## config.mk

```make
export PLATFORM = sky130hd
export DESIGN_NAME = wib_fetch
export DESIGN_NICKNAME = d
export VERILOG_FILES = /design/src/rtl/npu_pkg.sv /design/src/rtl/wib_ret_fifo.sv /design/src/rtl/wib_fetch.sv
export SDC_FILE = /design/constraint.sdc
export NUM_CORES = 1
export LEC_CHECK = 0
export ABC_AREA = 0
export BUFFER_PORTS_ARGS = -buffer_cell sky130_fd_sc_hd__buf_2
export CAP_MARGIN = 20
export CORE_MARGIN = 4
export CORE_UTILIZATION = 55
export DETAILED_ROUTE_END_ITERATION = 7
export PLACE_DENSITY = 0.77
export SETUP_SLACK_MARGIN = 0.4
export SLEW_MARGIN = 0
export SYNTH_ARGS = -nofsm -noshare
export SYNTH_HDL_FRONTEND = slang
export SYNTH_SLANG_ARGS = --single-unit
export TNS_END_PERCENT = 30
```

## constraint.sdc

```tcl
create_clock -name i_clk -period 5.2 [get_ports i_clk]
set_input_delay 0.52 -clock i_clk [delete_from_list [all_inputs] [get_ports i_clk]]
set_output_delay 0.52 -clock i_clk [all_outputs]
set_load 0.01 [all_outputs]
```

## src/rtl/npu_pkg.sv

```systemverilog
// Shared NPU definitions: weight/bias buffer geometry and the fetch FSM
// state type used by wib_fetch.
package npu_pkg;

   localparam int WIB_AW    = 10;
   localparam int WIB_DW    = 19;
   localparam int WIB_WORDS = 1024;

   // Job length needs one bit more than the address so 1024 is representable.
   localparam int WIB_LW    = $clog2(WIB_WORDS) + 1;

   typedef enum logic [1:0] {
      IDLE  = 2'd0,
      FETCH = 2'd1,
      DRAIN = 2'd2
   } fetch_state_t;

endpackage

```

## src/rtl/wib_ret_fifo.sv

```systemverilog
// Return FIFO between the weight/bias buffer read port and the PE array.
// Synchronous FIFO with an explicit occupancy count; DEPTH must be a power
// of two. The head word is forced to zero while empty so the consumer never
// sees uninitialised storage.
module wib_ret_fifo
   import npu_pkg::*;
#(
   parameter int WIDTH = WIB_DW,
   parameter int DEPTH = 4
)
(
   input  logic                       clk,
   input  logic                       rst,
   input  logic                       push,
   input  logic [WIDTH-1:0]           din,
   input  logic                       pop,
   output logic [WIDTH-1:0]           dout,
   output logic                       full,
   output logic                       empty,
   output logic [$clog2(DEPTH):0]     count
);

   localparam int AW = $clog2(DEPTH);
   localparam int CW = AW + 1;

   logic [WIDTH-1:0] mem [DEPTH];
   logic [AW-1:0]    wr_ptr;
   logic [AW-1:0]    rd_ptr;
   logic             do_push;
   logic             do_pop;

   // A push into a full FIFO or a pop from an empty one is dropped.
   assign do_push = push && !full;
   assign do_pop  = pop && !empty;

   // Storage write; pointers wrap naturally because DEPTH is a power of two.
   // NOTE: the storage array has no reset; validity is tracked by count alone.
   always_ff @(posedge clk) begin
      if (do_push) begin
         mem[wr_ptr] <= din;
      end
   end

   // Pointer and occupancy update; simultaneous push and pop keep count.
   // NOTE: sequential state uses <= so every register samples pre-edge values.
   always_ff @(posedge clk) begin
      if (rst) begin
         wr_ptr <= '0;
         rd_ptr <= '0;
         count  <= '0;
      end else begin
         if (do_push) begin
            wr_ptr <= wr_ptr + AW'(1);
         end
         if (do_pop) begin
            rd_ptr <= rd_ptr + AW'(1);
         end
         case ({do_push, do_pop})
            2'b10:   count <= count + CW'(1);
            2'b01:   count <= count - CW'(1);
            default: count <= count;
         endcase
      end
   end

   assign empty = (count == '0);
   assign full  = (count == CW'(DEPTH));
   assign dout  = empty ? '0 : mem[rd_ptr];

endmodule

```

## src/rtl/wib_fetch.sv

```systemverilog
// Weight/bias fetch engine: streams a job of i_len words starting at
// i_base_addr out of the weight/bias buffer into the PE array.
// Reads are issued only when the return FIFO is guaranteed to have room for
// every outstanding read; returning data is captured RD_LAT cycles after
// each read by a local valid shift register, independent of any buffer
// valid signal.
// Optional feature: define WIB_FETCH_STALL_CNT_EN to add o_stall_cnt, a
// saturating count of cycles where a word was offered but not accepted.
module wib_fetch
   import npu_pkg::*;
#(
   parameter int RD_LAT     = 1,
   parameter int FIFO_DEPTH = 4
)
(
   input  logic              i_clk,
   input  logic              i_rst,
   input  logic              i_start,
   input  logic [WIB_AW-1:0] i_base_addr,
   input  logic [WIB_LW-1:0] i_len,
   output logic              o_busy,
   output logic              o_done,
   output logic [WIB_AW-1:0] o_wib_raddr,
   output logic              o_wib_rd_en,
   input  logic [WIB_DW-1:0] i_wib_rdat,
   output logic [WIB_DW-1:0] o_wt_dat,
   output logic              o_wt_vld,
   input  logic              i_wt_rdy
`ifdef WIB_FETCH_STALL_CNT_EN
   ,
   output logic [15:0]       o_stall_cnt
`endif
);

   localparam int CW = $clog2(FIFO_DEPTH) + 1;

   fetch_state_t      state;
   fetch_state_t      state_nxt;
   logic [WIB_AW-1:0] raddr;
   logic [WIB_LW-1:0] rd_rem;
   logic [WIB_LW-1:0] xfer_rem;
   logic [RD_LAT-1:0] vld_sr;
   logic [CW-1:0]     inflight;
   logic [CW-1:0]     fifo_count;
   logic [CW:0]       occ_sum;
   logic              fifo_full;
   logic              fifo_empty;
   logic              issue_ok;
   logic              accept;
   logic              fire;
   logic              last_rd;
   logic              last_xfer;
   logic              zero_done;

   // Starts are only honoured from IDLE, which is exactly when o_busy is low.
   assign accept    = i_start && (state == IDLE);
   assign fire      = o_wt_vld && i_wt_rdy;
   assign last_rd   = o_wib_rd_en && (rd_rem == WIB_LW'(1));
   assign last_xfer = fire && (xfer_rem == WIB_LW'(1));

   // Count reads issued but not yet returned from the buffer.
   // NOTE: every always_comb output gets a default first so no latch is inferred.
   always_comb begin
      inflight = '0;
      for (int i = 0; i < RD_LAT; i++) begin
         inflight = inflight + CW'(vld_sr[i]);
      end
   end

   // A new read is safe only if the FIFO can absorb it plus all reads in flight.
   assign occ_sum  = (CW+1)'(fifo_count) + (CW+1)'(inflight);
   assign issue_ok = (occ_sum < (CW+1)'(FIFO_DEPTH)) && !fifo_full;

   // FSM state register.
   always_ff @(posedge i_clk) begin
      if (i_rst) begin
         state <= IDLE;
      end else begin
         state <= state_nxt;
      end
   end

   // FSM next-state logic.
   always_comb begin
      state_nxt = state;
      unique case (state)
         IDLE:    if (accept && (i_len != '0)) state_nxt = FETCH;
         FETCH:   if (last_rd)                 state_nxt = DRAIN;
         DRAIN:   if (last_xfer)               state_nxt = IDLE;
         default: state_nxt = IDLE;
      endcase
   end

   // FSM outputs; a reset in the completing cycle aborts the job silently.
   always_comb begin
      o_busy      = 1'b0;
      o_wib_rd_en = 1'b0;
      o_done      = 1'b0;
      unique case (state)
         IDLE: begin
            o_done = zero_done;
         end
         FETCH: begin
            o_busy      = 1'b1;
            o_wib_rd_en = issue_ok;
         end
         DRAIN: begin
            o_busy = 1'b1;
            o_done = last_xfer;
         end
         default: begin
            o_busy = 1'b0;
         end
      endcase
      if (i_rst) begin
         o_done = 1'b0;
      end
   end

   // Job bookkeeping: latch base/length on start, then count reads and transfers.
   always_ff @(posedge i_clk) begin
      if (i_rst) begin
         raddr     <= '0;
         rd_rem    <= '0;
         xfer_rem  <= '0;
         zero_done <= 1'b0;
      end else begin
         zero_done <= accept && (i_len == '0);
         if (accept) begin
            raddr    <= i_base_addr;
            rd_rem   <= i_len;
            xfer_rem <= i_len;
         end else begin
            if (o_wib_rd_en) begin
               raddr  <= raddr + WIB_AW'(1);
               rd_rem <= rd_rem - WIB_LW'(1);
            end
            if (fire) begin
               xfer_rem <= xfer_rem - WIB_LW'(1);
            end
         end
      end
   end

   assign o_wib_raddr = raddr;

   // Read-latency tracker: the oldest stage marks the cycle its data is valid.
   always_ff @(posedge i_clk) begin
      if (i_rst) begin
         vld_sr <= '0;
      end else begin
         vld_sr[0] <= o_wib_rd_en;
         for (int i = 1; i < RD_LAT; i++) begin
            vld_sr[i] <= vld_sr[i-1];
         end
      end
   end

   wib_ret_fifo #(
      .WIDTH (WIB_DW),
      .DEPTH (FIFO_DEPTH)
   ) u_ret_fifo (
      .clk   (i_clk),
      .rst   (i_rst),
      .push  (vld_sr[RD_LAT-1]),
      .din   (i_wib_rdat),
      .pop   (fire),
      .dout  (o_wt_dat),
      .full  (fifo_full),
      .empty (fifo_empty),
      .count (fifo_count)
   );

   assign o_wt_vld = !fifo_empty;

`ifdef WIB_FETCH_STALL_CNT_EN
   // Saturating count of back-pressured cycles within the current job.
   always_ff @(posedge i_clk) begin
      if (i_rst || accept) begin
         o_stall_cnt <= '0;
      end else if (o_busy && o_wt_vld && !i_wt_rdy && (o_stall_cnt != 16'hFFFF)) begin
         o_stall_cnt <= o_stall_cnt + 16'd1;
      end
   end
`endif

endmodule
```

==> flow_metrics.py, run 1 <==
metrics = {
    "synth": {
        "asyncSetResetFlopFracSynth_pct": 0,
        "synth-edff-count": 76,
        "post_synth_instance_area_mm2": 0.00529,
        "synth_top_flop_cell": "sky130_fd_sc_hd__edfxtp_1",
        "syn_area_per_cell_um2": 13.3,
        "synth_seq_cells": 121,
        "ys.warnings.count": 0,
        "syn-num-nets": 458,
        "synthesis.instances": 399,
        "ys_seq_area_share_pct": 60.2,
        "post_synth_num_cell_types": 44,
    },
    "die": {
        "floorplan.initialDensity_pct": 57.0,
        "rows": 35,
        "die-area_mm2": 0.0112,
        "die_width_um": 106,
        "die_y_extent_um": 106,
        "io-pin-count": 77,
        "coreArea_mm2": 0.00928,
    },
    "placed_design": {
        "hpwlAfterDp_mm": 6.73,
        "place.detailed.instances": 588,
        "portBuffers": 76,
        "gp_congestion": 0.769,
    },
    "sta": {
        "finalHoldViolCount": 0,
        "fin_worst_skew_ns": 0.00889,
        "worst_margin_pin_slew_ns": 0.990,
        "drv_slew": 0,
        "period_share_pct": 55.4,
        "setup_total_negative_slack_ns": 0,
        "finalSetupViolations": 0,
        "rsz0062_at_grt": "false",
        "max_freq_mhz": 347,
        "timing.final.crit_period_ns": 2.88,
        "max_slew_headroom_at_the_worst_pin_pct": 34.0,
    },
    "run": {
        "cap_viol_max_count": 0,
    },
    "clocking": {
        "clock_transition_at_the_register_clock_pins_on_the_worst_setup_and_hold_paths_after_cts_ns": 0.06,
        "cts-root-buf": "sky130_fd_sc_hd__clkbuf_8",
        "tritoncts": "done",
        "holdBufCountCts": 0,
        "cts_repair_resize_count": 0,
        "clock_tree.buffer_depth": 2,
        "cts_htree_levels": 4,
        "worstSkewPairLatency_ns": 0.50,
        "postCtsSetupRepairBufs": 0,
        "tritoncts.num_buffers": 17,
        "clock_sinks": 121,
    },
    "hold_path": {
        "whs_path_depth": 1,
        "holdCritPathClass": "primary input to register",
        "hold_start": "i_wib_rdat[0]",
        "hold_end": "u_ret_fifo.mem[0][0]",
    },
    "global_route": {
        "number_of_antenna_violations_at_the_first_check_in_global_routing": 0,
        "grt_util_met1_pct": 23.8,
        "grt_start_max_net_pins": 38,
        "globalRouteTotalUtil_pct": 18.8,
        "grt_pass1_vias": 3362,
        "groute.layer.met3.usage_pct": 5.40,
        "global_route_wire_length_before_repair_mm": 16.6,
        "global_route.overflow_total": 0,
        "grt_use_met2_pct": 32.2,
        "grt-busiest-layer": "met2",
    },
    "drt": {
        "drt_pass1_iterations": 4,
        "route.detailed.drc": 0,
        "first_iter_violations": 187,
        "route.detailed.vias_per_inst": 5.51,
        "routed_wirelength_mm": 10.2,
        "wl_per_cell_um": 16.5,
        "dr_total_vias": 3416,
        "ant_nets": 0,
    },
    "layout": {
        "final_layout_size_suffix_gt1_share_pct": 27.3,
        "highest_count_cells_in_the_layout_ignoring_fill_and_taps": "sky130_fd_sc_hd__buf_2 (76), sky130_fd_sc_hd__edfxtp_1 (76), sky130_fd_sc_hd__dfxtp_1 (45)",
        "area_growth_syn_to_layout_pct": 19.7,
        "finish.cell_count_without_fillers": 620,
        "fill_cells": 688,
        "n_antenna_cell": 0,
        "nNetsFinal": 537,
    },
    "worst_setup_path": {
        "timing.critical_path.to_type": "output port",
        "crit-reg2reg-capture": "u_ret_fifo.count[2]",
        "worstSetupPathType": "register to output port",
        "reg2regPathDepth": 7,
        "timing.reg2reg.setup_slack_ns": 2.63,
        "regToRegStartpoint": "u_ret_fifo.count[2]",
        "timing.critical_path.arrival_ns": 2.36,
        "critical_path.startpoint_type": "register",
        "setup.worst_path.start": "u_ret_fifo.count[2]",
        "critPathMaxFanout": 16,
        "required_time_at_the_endpoint_of_the_critical_path_ns": 4.68,
    },
    "run_status": {
        "outcome": "completed",
    },
    "pwr": {
        "leakagePower_uw": 0.00228,
        "total_power_uw": 3290,
        "power_per_cell_area_mw_per_mm2": 519,
        "ir_worst_vdd_mv": 0.287,
    },
}
## Yosys cell counts, types with 8 or more instances
library cell	number	area share [%]
sky130_fd_sc_hd__ha_1	14	3.3
sky130_fd_sc_hd__nor2_1	22	1.6
sky130_fd_sc_hd__dfxtp_1	45	17
sky130_fd_sc_hd__o21bai_1	10	1.4
sky130_fd_sc_hd__nand2_1	12	0.85
sky130_fd_sc_hd__inv_1	16	1.1
sky130_fd_sc_hd__or3_1	8	0.95
sky130_fd_sc_hd__edfxtp_1	76	43
sky130_fd_sc_hd__mux4_2	19	8.1
sky130_fd_sc_hd__xor2_1	17	2.8
sky130_fd_sc_hd__nor2b_1	22	2.6
sky130_fd_sc_hd__nand4_1	8	0.95
sky130_fd_sc_hd__xnor2_1	8	1.3
sky130_fd_sc_hd__clkbuf_1	15	1.1
sky130_fd_sc_hd__a21oi_1	19	1.8
## cell type report
type | count | area (um^2) | share of cell area, %
sequential | 121 | 3180 | 50.3
multi-input combinational | 243 | 1970 | 31.1
clock buffer | 18 | 418 | 6.60
timing repair buffer | 79 | 403 | 6.36
tap | 129 | 161 | 2.55
clock inverter | 14 | 136 | 2.15
inverter | 16 | 60.1 | 0.949
## cells by family (layout without fill, tap and decap cells)
kind of cell    after synthesis  in the layout  share of synthesized area [%]
buf+inv                      35            127                           2.70
xor+xnor                     25             25                           4.14
simple gates                119            119                           13.0
mux                          23             23                           8.85
compound gates               61             61                           7.48
fa+ha+maj                    15             15                           3.69
flops                       121            121                           60.2
## per-stage QoR
stage / setup slack [ns] / hold slack, ns / instance area [um^2] / util (%)
3_3_place_gp: 2.74 / 0.477 / 5780 / 62.2
6_report: 2.32 / 0.227 / 6330 / 68.2
2_1_floorplan: 2.86 / 0.457 / 5290 / -
5_1_grt: 2.11 / 0.210 / 6330 / 68.2
4_1_cts: 2.30 / 0.205 / 6330 / 68.2
3_5_place_dp: 2.60 / 0.481 / 5780 / 62.2
## flip-flops by register name (all words and copies together) (netlist names), named ones only
register,flops
zero_done,1
u_ret_fifo.mem,76
xfer_rem,11
state,2
u_ret_fifo.wr_ptr,2
u_ret_fifo.rd_ptr,2
u_ret_fifo.count,3
vld_sr,1
o_wib_raddr,10
rd_rem,11
## how the worst max path moves through the flow
| stage | endpoint | slack (ns) | cells past startpoint |
|---|---|---|---|
| 2_1_floorplan | u_ret_fifo.count[2] | 2.86 | 8 |
| 3_3_place_gp | u_ret_fifo.count[2] | 2.74 | 8 |
| 3_5_place_dp | u_ret_fifo.count[2] | 2.60 | 8 |
| 4_1_cts | o_done | 2.30 | 5 |
| 5_1_grt | o_done | 2.11 | 5 |
| 6_report | o_done | 2.32 | 5 |
## layer usage
layer	part of all wire, %	vias up	wire length [um]
li1	-	1658	-
met4	0.44	0	45
met5	0	-	0
met1	44	1652	4480
met3	4.8	8	493
met2	51	98	5200
## report_power, final
| part | switching (uW) | total [uW] | internal [uW] |
|---|---|---|---|
| Clock | 441 | 1080 | 642 |
| Sequential | 120 | 1280 | 1160 |
| Combinational | 514 | 919 | 405 |
| Total | 1080 | 3290 | 2210 |
## critical path: stages (launching register included)
cell and delay (ns):
sky130_fd_sc_hd__dfxtp_1 0.52, sky130_fd_sc_hd__o31a_1 0.59, sky130_fd_sc_hd__nand4_1 0.25, sky130_fd_sc_hd__o21ai_0 0.21
sky130_fd_sc_hd__nor2b_1 0.14, sky130_fd_sc_hd__buf_2 0.14
No activity file was read; power rests on OpenSTA's default activity.
==> inputs of run 2 (changes only) <==
--- a/config.mk
+++ b/config.mk
@@ -5,7 +5,7 @@
 export SDC_FILE = /design/constraint.sdc
 export NUM_CORES = 1
 export LEC_CHECK = 0
-export ABC_AREA = 0
+export ABC_AREA = 1
 export BUFFER_PORTS_ARGS = -buffer_cell sky130_fd_sc_hd__buf_2
 export CAP_MARGIN = 20
 export CORE_MARGIN = 4
==> constraint.sdc (replaced) <==
create_clock -name i_clk -period 2.65 [get_ports i_clk]
set_input_delay 0.265 -clock i_clk [delete_from_list [all_inputs] [get_ports i_clk]]
set_output_delay 0.265 -clock i_clk [all_outputs]
set_load 0.01 [all_outputs]
==> flow_metrics.py, run 2 <==
metrics = {
    "sta": {
        "setup_total_negative_slack_ns": 0,
        "rsz0062_at_grt": "true",
        "finalHoldViolCount": 0,
        "timing.final.crit_period_ns": 2.09,
        "max_slew_headroom_at_the_worst_pin_pct": 67.5,
        "period_share_pct": 78.9,
        "max_freq_mhz": 478,
        "finalSetupViolations": 0,
        "worst_margin_pin_slew_ns": 0.487,
        "fin_worst_skew_ns": 0.00876,
        "drv_slew": 0,
    },
    "synth": {
        "yosys-top-cells-area": "sky130_fd_sc_hd__edfxtp_1 (40%), sky130_fd_sc_hd__dfxtp_1 (16%), sky130_fd_sc_hd__nor2_1 (8.2%)",
        "post_synth_num_cell_types": 40,
        "ys.warnings.count": 0,
        "post-synth-top-area-cell": "sky130_fd_sc_hd__edfxtp_1",
        "compound_gate_fraction_of_synth_area_pct": 11.8,
        "syn_area_per_cell_um2": 9.29,
        "netlist_top_cells_count": "sky130_fd_sc_hd__nor2_1 (124), sky130_fd_sc_hd__nand2_1 (91), sky130_fd_sc_hd__edfxtp_1 (76), sky130_fd_sc_hd__o21ai_0 (56), sky130_fd_sc_hd__inv_1 (46)",
        "synthesis.instances": 612,
        "synth_simple_gate_area_share_pct": 20.7,
        "asyncSetResetFlopFracSynth_pct": 0,
        "synth_adder_area_share_pct": 3.43,
        "synth_top_area_share_pct": 40.1,
        "synth_seq_cells": 121,
        "synth-edff-count": 76,
        "syn-num-nets": 671,
        "synth_top_family_by_area": "simple AND/OR/NAND/NOR gates",
        "post_synth_instance_area_mm2": 0.00569,
        "post_synth_mux_area_share_pct": 0,
        "yosys.cell_count.top_type": "sky130_fd_sc_hd__nor2_1",
        "synth-xor-area-share_pct": 2.00,
        "ys_seq_area_share_pct": 56.0,
        "synth_top_flop_cell": "sky130_fd_sc_hd__edfxtp_1",
    },
    "die": {
        "floorplan.initialDensity_pct": 57.4,
        "die_width_um": 110,
        "die-area_mm2": 0.0120,
        "io-pin-count": 77,
        "die_y_extent_um": 110,
        "coreArea_mm2": 0.00991,
        "rows": 36,
    },
    "pwr": {
        "net_switching_uw": 2730,
        "internal-power_uw": 4820,
        "ir_worst_vdd_mv": 0.523,
        "leakagePower_uw": 0.00283,
        "share_seq_of_total_power_pct": 32.9,
        "combinationalPowerShare_pct": 35.4,
        "sw_frac_of_total_pct": 36.1,
        "p_clk_share_pct": 31.7,
        "total_power_uw": 7550,
        "power_per_cell_area_mw_per_mm2": 1070,
    },
    "hold_path": {
        "holdCritPathClass": "primary input to register",
    },
    "placed_design": {
        "hpwlAfterDp_mm": 8.17,
        "portBuffers": 76,
        "gp_congestion": 0.814,
    },
    "worst_setup_path": {
        "critPathMaxFanout": 38,
        "required_time_at_the_endpoint_of_the_critical_path_ns": 2.38,
        "critical_path.startpoint_type": "register",
        "timing.reg2reg.setup_slack_ns": 0.64,
        "critical_path_endpoint": "o_wt_dat[10]",
        "timing.critical_path.to_type": "output port",
        "reg2regPathDepth": 10,
        "timing.critical_path.arrival_ns": 1.82,
        "worstSetupPathType": "register to output port",
        "crit-reg2reg-capture": "u_ret_fifo.count[2]",
        "regToRegStartpoint": "u_ret_fifo.count[0]",
    },
    "run": {
        "cap_viol_max_count": 0,
    },
    "drt": {
        "route.detailed.drc": 0,
        "route.detailed.vias_per_inst": 5.32,
        "drt_pass1_iterations": 5,
        "dr_total_vias": 4584,
        "ant_nets": 0,
        "wl_per_cell_um": 15.2,
        "routed_wirelength_mm": 13.1,
        "first_iter_violations": 282,
    },
    "run_status": {
        "outcome": "completed",
    },
    "layout": {
        "highest_count_cells_in_the_layout_ignoring_fill_and_taps": "sky130_fd_sc_hd__nor2_1 (120), sky130_fd_sc_hd__nand2_1 (90), sky130_fd_sc_hd__buf_2 (76), sky130_fd_sc_hd__edfxtp_1 (76), sky130_fd_sc_hd__o21ai_0 (56)",
        "biggestRegsByFlops": "u_ret_fifo.mem x76, rd_rem x11, xfer_rem x11",
        "final_common_cell": "sky130_fd_sc_hd__nor2_1",
        "nNetsFinal": 774,
        "n_antenna_cell": 0,
        "largest_register": "u_ret_fifo.mem",
        "final_layout_size_suffix_gt1_share_pct": 20.6,
        "largest_register_ff_count": 76,
        "final-seq-area_mm2": 0.00318,
        "area_growth_syn_to_layout_pct": 23.9,
        "multi_input_comb_area_mm2": 0.00217,
        "fill_cells": 713,
    },
    "global_route": {
        "grt_start_max_net_pins": 39,
        "grt_pass1_vias": 4448,
        "number_of_antenna_violations_at_the_first_check_in_global_routing": 0,
        "globalRouteTotalUtil_pct": 22.4,
        "global_route.overflow_total": 0,
        "global_route_wire_length_before_repair_mm": 20.6,
    },
    "clocking": {
        "tritoncts": "done",
        "clock_tree.buffer_depth": 2,
        "cts-root-buf": "sky130_fd_sc_hd__clkbuf_8",
        "clock_transition_at_the_register_clock_pins_on_the_worst_setup_and_hold_paths_after_cts_ns": 0.06,
        "worstSkewPairLatency_ns": 0.50,
        "postCtsSetupRepairBufs": 0,
        "tritoncts.num_buffers": 17,
        "cts_htree_levels": 4,
        "clock_sinks": 121,
    },
}
run 2: power groups by stage:
stage	combinational [uW]	sequential, uW	clock (uW)
global route	2980	2520	2530
finish	2670	2480	2400
global placement	2480	2490	0
floorplan	1900	2500	0
detailed placement	2560	2510	0
CTS	2630	2480	2430
run 2: what timing repair did:
| item | CTS | global route |
|---|---|---|
| gates cloned | 0 | 1 |
| pin swaps | 0 | 1 |
| gates resized for setup | 3 | 6 |
| hold buffers | 19 | 0 |
| hold endpoints to repair | 76 | 0 |
| setup endpoints to repair | 19 | 6 |
run 2: cell type report:
cell class | instances | area share [%]
tap | 133 | 2.36
clock inverter | 14 | 2.90
inverter | 55 | 3.11
timing repair buffer | 105 | 9.70
sequential | 121 | 45.2
clock buffer | 18 | 5.93
multi-input combinational | 415 | 30.8
run 2: how the worst min path moves through the flow:
| stage | from | end | depth (start not counted) |
|---|---|---|---|
| after floorplan | i_wib_rdat[0] | u_ret_fifo.mem[0][0] | 0 |
| after global placement | u_ret_fifo.rd_ptr[0] | u_ret_fifo.rd_ptr[0] | 1 |
| after detailed placement | u_ret_fifo.rd_ptr[1] | u_ret_fifo.rd_ptr[1] | 2 |
| after CTS | i_base_addr[0] | o_wib_raddr[0] | 3 |
| after global routing | i_base_addr[1] | o_wib_raddr[1] | 3 |
| final | i_base_addr[0] | o_wib_raddr[0] | 3 |
run 2: logic make-up after synthesis:
family                     Yosys count
and+or+nand+nor                    263
AOI/OAI and AO/OA                  124
DFF                                121
buffers and inverters               76
adders and majority gates           15
xor gates and xnor gates            13
run 2: routing by layer:
metal	vias up	part of all wire, %	GRT usage (%)
met2	146	51	39.5
met1	2155	43	26.6
li1	2262	-	-
met4	0	1.4	9.17
met3	21	4.8	4.70
met5	-	0	0
run 2: metrics by stage:
| stage | std cells | area, um^2 | hold slack [ns] | utilization, % | setup slack (ns) |
|---|---|---|---|---|---|
| 2_1_floorplan | 612 | 5690 | 0.364 | - | 0.776 |
| 3_3_place_gp | 809 | 6180 | 0.451 | 62.3 | 0.633 |
| 3_5_place_dp | 809 | 6180 | 0.463 | 62.3 | 0.550 |
| 4_1_cts | 860 | 7000 | 0.0244 | 70.6 | 0.453 |
| 5_1_grt | 861 | 7040 | 0.0342 | 71.1 | 0.399 |
| 6_report | 861 | 7040 | 0.0445 | 71.1 | 0.560 |
run 2: critical path, cell delays in order (launching register included):
cell                      delay [ns]
sky130_fd_sc_hd__dfxtp_1        0.31
sky130_fd_sc_hd__buf_8          0.16
sky130_fd_sc_hd__inv_4          0.27
sky130_fd_sc_hd__o21ai_0        0.20
sky130_fd_sc_hd__a21oi_1        0.22
sky130_fd_sc_hd__buf_2          0.16
==> inputs of run 3 (changes only) <==
==> constraint.sdc (replaced) <==
create_clock -name i_clk -period 2.1 [get_ports i_clk]
set_input_delay 0.21 -clock i_clk [delete_from_list [all_inputs] [get_ports i_clk]]
set_output_delay 0.21 -clock i_clk [all_outputs]
set_load 0.01 [all_outputs]
==> flow_metrics.py, run 3 (synthesis gave the netlist of run 2 again) <==
metrics = {
    "worst_setup_path": {
        "timing.critical_path.arrival_ns": 1.69,
        "timing.critical_path.to_type": "output port",
        "required_time_at_the_endpoint_of_the_critical_path_ns": 1.89,
        "critPathMaxFanout": 18,
        "worstSetupPathType": "register to output port",
        "critical_path.startpoint_type": "register",
    },
    "layout": {
        "fill_cells": 644,
        "largest_register_ff_count": 76,
        "final_common_cell": "sky130_fd_sc_hd__nor2_1",
        "highest_count_cells_in_the_layout_ignoring_fill_and_taps": "sky130_fd_sc_hd__nor2_1 (114), sky130_fd_sc_hd__nand2_1 (89), sky130_fd_sc_hd__edfxtp_1 (76)",
        "n_antenna_cell": 0,
        "final_layout_size_suffix_gt1_share_pct": 29.0,
        "nNetsFinal": 811,
        "largest_register": "u_ret_fifo.mem",
        "area_growth_syn_to_layout_pct": 31.0,
        "finish.cell_count_without_fillers": 898,
        "biggestRegsByFlops": "u_ret_fifo.mem x76, rd_rem x11, xfer_rem x11",
    },
    "global_route": {
        "grt_start_max_net_pins": 39,
        "global_route_wire_length_before_repair_mm": 22.1,
        "number_of_antenna_violations_at_the_first_check_in_global_routing": 0,
        "grt_pass1_vias": 4679,
        "global_route.overflow_total": 0,
        "globalRouteTotalUtil_pct": 24.2,
    },
    "pwr": {
        "internal-power_uw": 6090,
        "ir_worst_vdd_mv": 0.954,
        "combinationalPowerShare_pct": 40.3,
        "sw_frac_of_total_pct": 39.2,
        "power_per_cell_area_mw_per_mm2": 1340,
        "share_seq_of_total_power_pct": 31.9,
        "net_switching_uw": 3930,
        "leakagePower_uw": 0.00302,
        "p_clk_share_pct": 27.7,
    },
    "clocking": {
        "clock_sinks": 121,
        "tritoncts": "done",
        "clock_transition_at_the_register_clock_pins_on_the_worst_setup_and_hold_paths_after_cts_ns": 0.06,
        "worstSkewPairLatency_ns": 0.51,
        "cts_htree_levels": 4,
        "clock_tree.buffer_depth": 2,
        "cts-root-buf": "sky130_fd_sc_hd__clkbuf_8",
        "tritoncts.num_buffers": 17,
    },
    "sta": {
        "max_slew_headroom_at_the_worst_pin_pct": 63.7,
        "finalHoldViolCount": 0,
        "setup_total_negative_slack_ns": 0,
        "period_share_pct": 90.4,
        "timing.final.crit_period_ns": 1.90,
        "fin_worst_skew_ns": 0.00630,
        "max_freq_mhz": 527,
        "finalSetupViolations": 0,
        "drv_slew": 0,
        "rsz0062_at_grt": "true",
        "worst_margin_pin_slew_ns": 0.545,
    },
    "die": {
        "floorplan.initialDensity_pct": 57.4,
        "coreArea_mm2": 0.00991,
        "die-area_mm2": 0.0120,
        "io-pin-count": 77,
        "rows": 36,
        "die_width_um": 110,
        "die_y_extent_um": 110,
    },
    "drt": {
        "route.detailed.drc": 0,
        "drt_pass1_iterations": 5,
        "routed_wirelength_mm": 14.8,
        "route.detailed.vias_per_inst": 5.36,
        "dr_total_vias": 4813,
        "wl_per_cell_um": 16.4,
        "first_iter_violations": 307,
        "ant_nets": 0,
    },
    "placed_design": {
        "gp_congestion": 0.816,
        "portBuffers": 76,
        "hpwlAfterDp_mm": 8.71,
        "place.detailed.instances": 813,
    },
    "hold_path": {
        "holdCritPathClass": "primary input to register",
    },
    "run_status": {
        "outcome": "completed",
    },
    "run": {
        "cap_viol_max_count": 0,
    },
}
==> run 3: changes by cell type in the layout (fill, tap and decap cells not counted), moves of 4 or more <==
cell and delta:
sky130_fd_sc_hd__inv_1 -4, sky130_fd_sc_hd__buf_4 +31, sky130_fd_sc_hd__ha_1 -4, sky130_fd_sc_hd__bufinv_16 -4, sky130_fd_sc_hd__a21oi_1 -4, sky130_fd_sc_hd__a21oi_2 +4, sky130_fd_sc_hd__clkinv_1 -4, sky130_fd_sc_hd__nor2_1 -6
sky130_fd_sc_hd__dfxtp_1 -10, sky130_fd_sc_hd__inv_6 +7, sky130_fd_sc_hd__nor2_4 +6, sky130_fd_sc_hd__dfxtp_2 +9
==> run 3: layout make-up <==
cell class	instances	area (um^2)	share of cell area, %
Tap cell	133	166	2.23
Sequential cell	121	3200	42.9
Clock inverter	15	156	2.10
Multi-Input combinational cell	416	2300	30.9
Inverter	55	243	3.26
Clock buffer	17	414	5.56
Timing Repair Buffer	141	970	13.0
==> run 3: repair_timing <==
item,CTS,global route
hold buffers,22,0
setup endpoints to repair,25,49
hold endpoints to repair,79,0
gates resized for setup,39,30
cloned,0,1
setup buffers,11,19
pin swaps,11,18
==> run 3: per-layer routing <==
layer	share of wire, %	routed length [um]	global-route usage (%)
met1	39	5800	26.7
met2	52	7600	44.7
met3	6.2	915	5.34
met4	3.0	441	9.88
met5	0	0	0
==> run 3: worst max-delay path: stages (launching register included) <==
cell	delay [ns]
sky130_fd_sc_hd__dfxtp_4	0.43
sky130_fd_sc_hd__buf_12	0.17
sky130_fd_sc_hd__nor2_1	0.06
sky130_fd_sc_hd__nor2_1	0.07
sky130_fd_sc_hd__o21ai_0	0.09
sky130_fd_sc_hd__a21oi_1	0.21
sky130_fd_sc_hd__buf_2	0.16
==> run 3: path summary, 6_finish.rpt <==
kind,start,to,slack (ns),cells after the start
max,register,o_wt_dat[15],0.20,6
min,i_base_addr[3],o_wib_raddr[3],0.02,3
max reg2reg,u_ret_fifo.count[2],u_ret_fifo.count[2],0.25,11
min reg2reg,rd_rem[7],rd_rem[7],0.49,2
==> run 3: power groups by stage <==
stage	Sequential [uW]	Clock (uW)	Combinational, uW
floorplan	3150	0	2400
global placement	3170	0	3160
detailed placement	3190	0	3280
CTS	3150	2800	3550
global route	3240	2930	4430
finish	3200	2780	4040
==> run 3: per-stage QoR <==
| step | util [%] | setup WS, ns | cell area (um^2) | hold WS [ns] | power (uW) |
|---|---|---|---|---|---|
| after floorplan | - | 0.226 | 5690 | 0.309 | 5550 |
| after global placement | 62.7 | 0.245 | 6210 | 0.421 | 6330 |
| after detailed placement | 62.7 | 0.0196 | 6210 | 0.426 | 6470 |
| after CTS | 72.4 | 0.216 | 7180 | 0.00201 | 9510 |
| after global routing | 75.2 | 0.0876 | 7450 | 0.0143 | 10600 |
| final | 75.2 | 0.201 | 7450 | 0.0206 | 10000 |
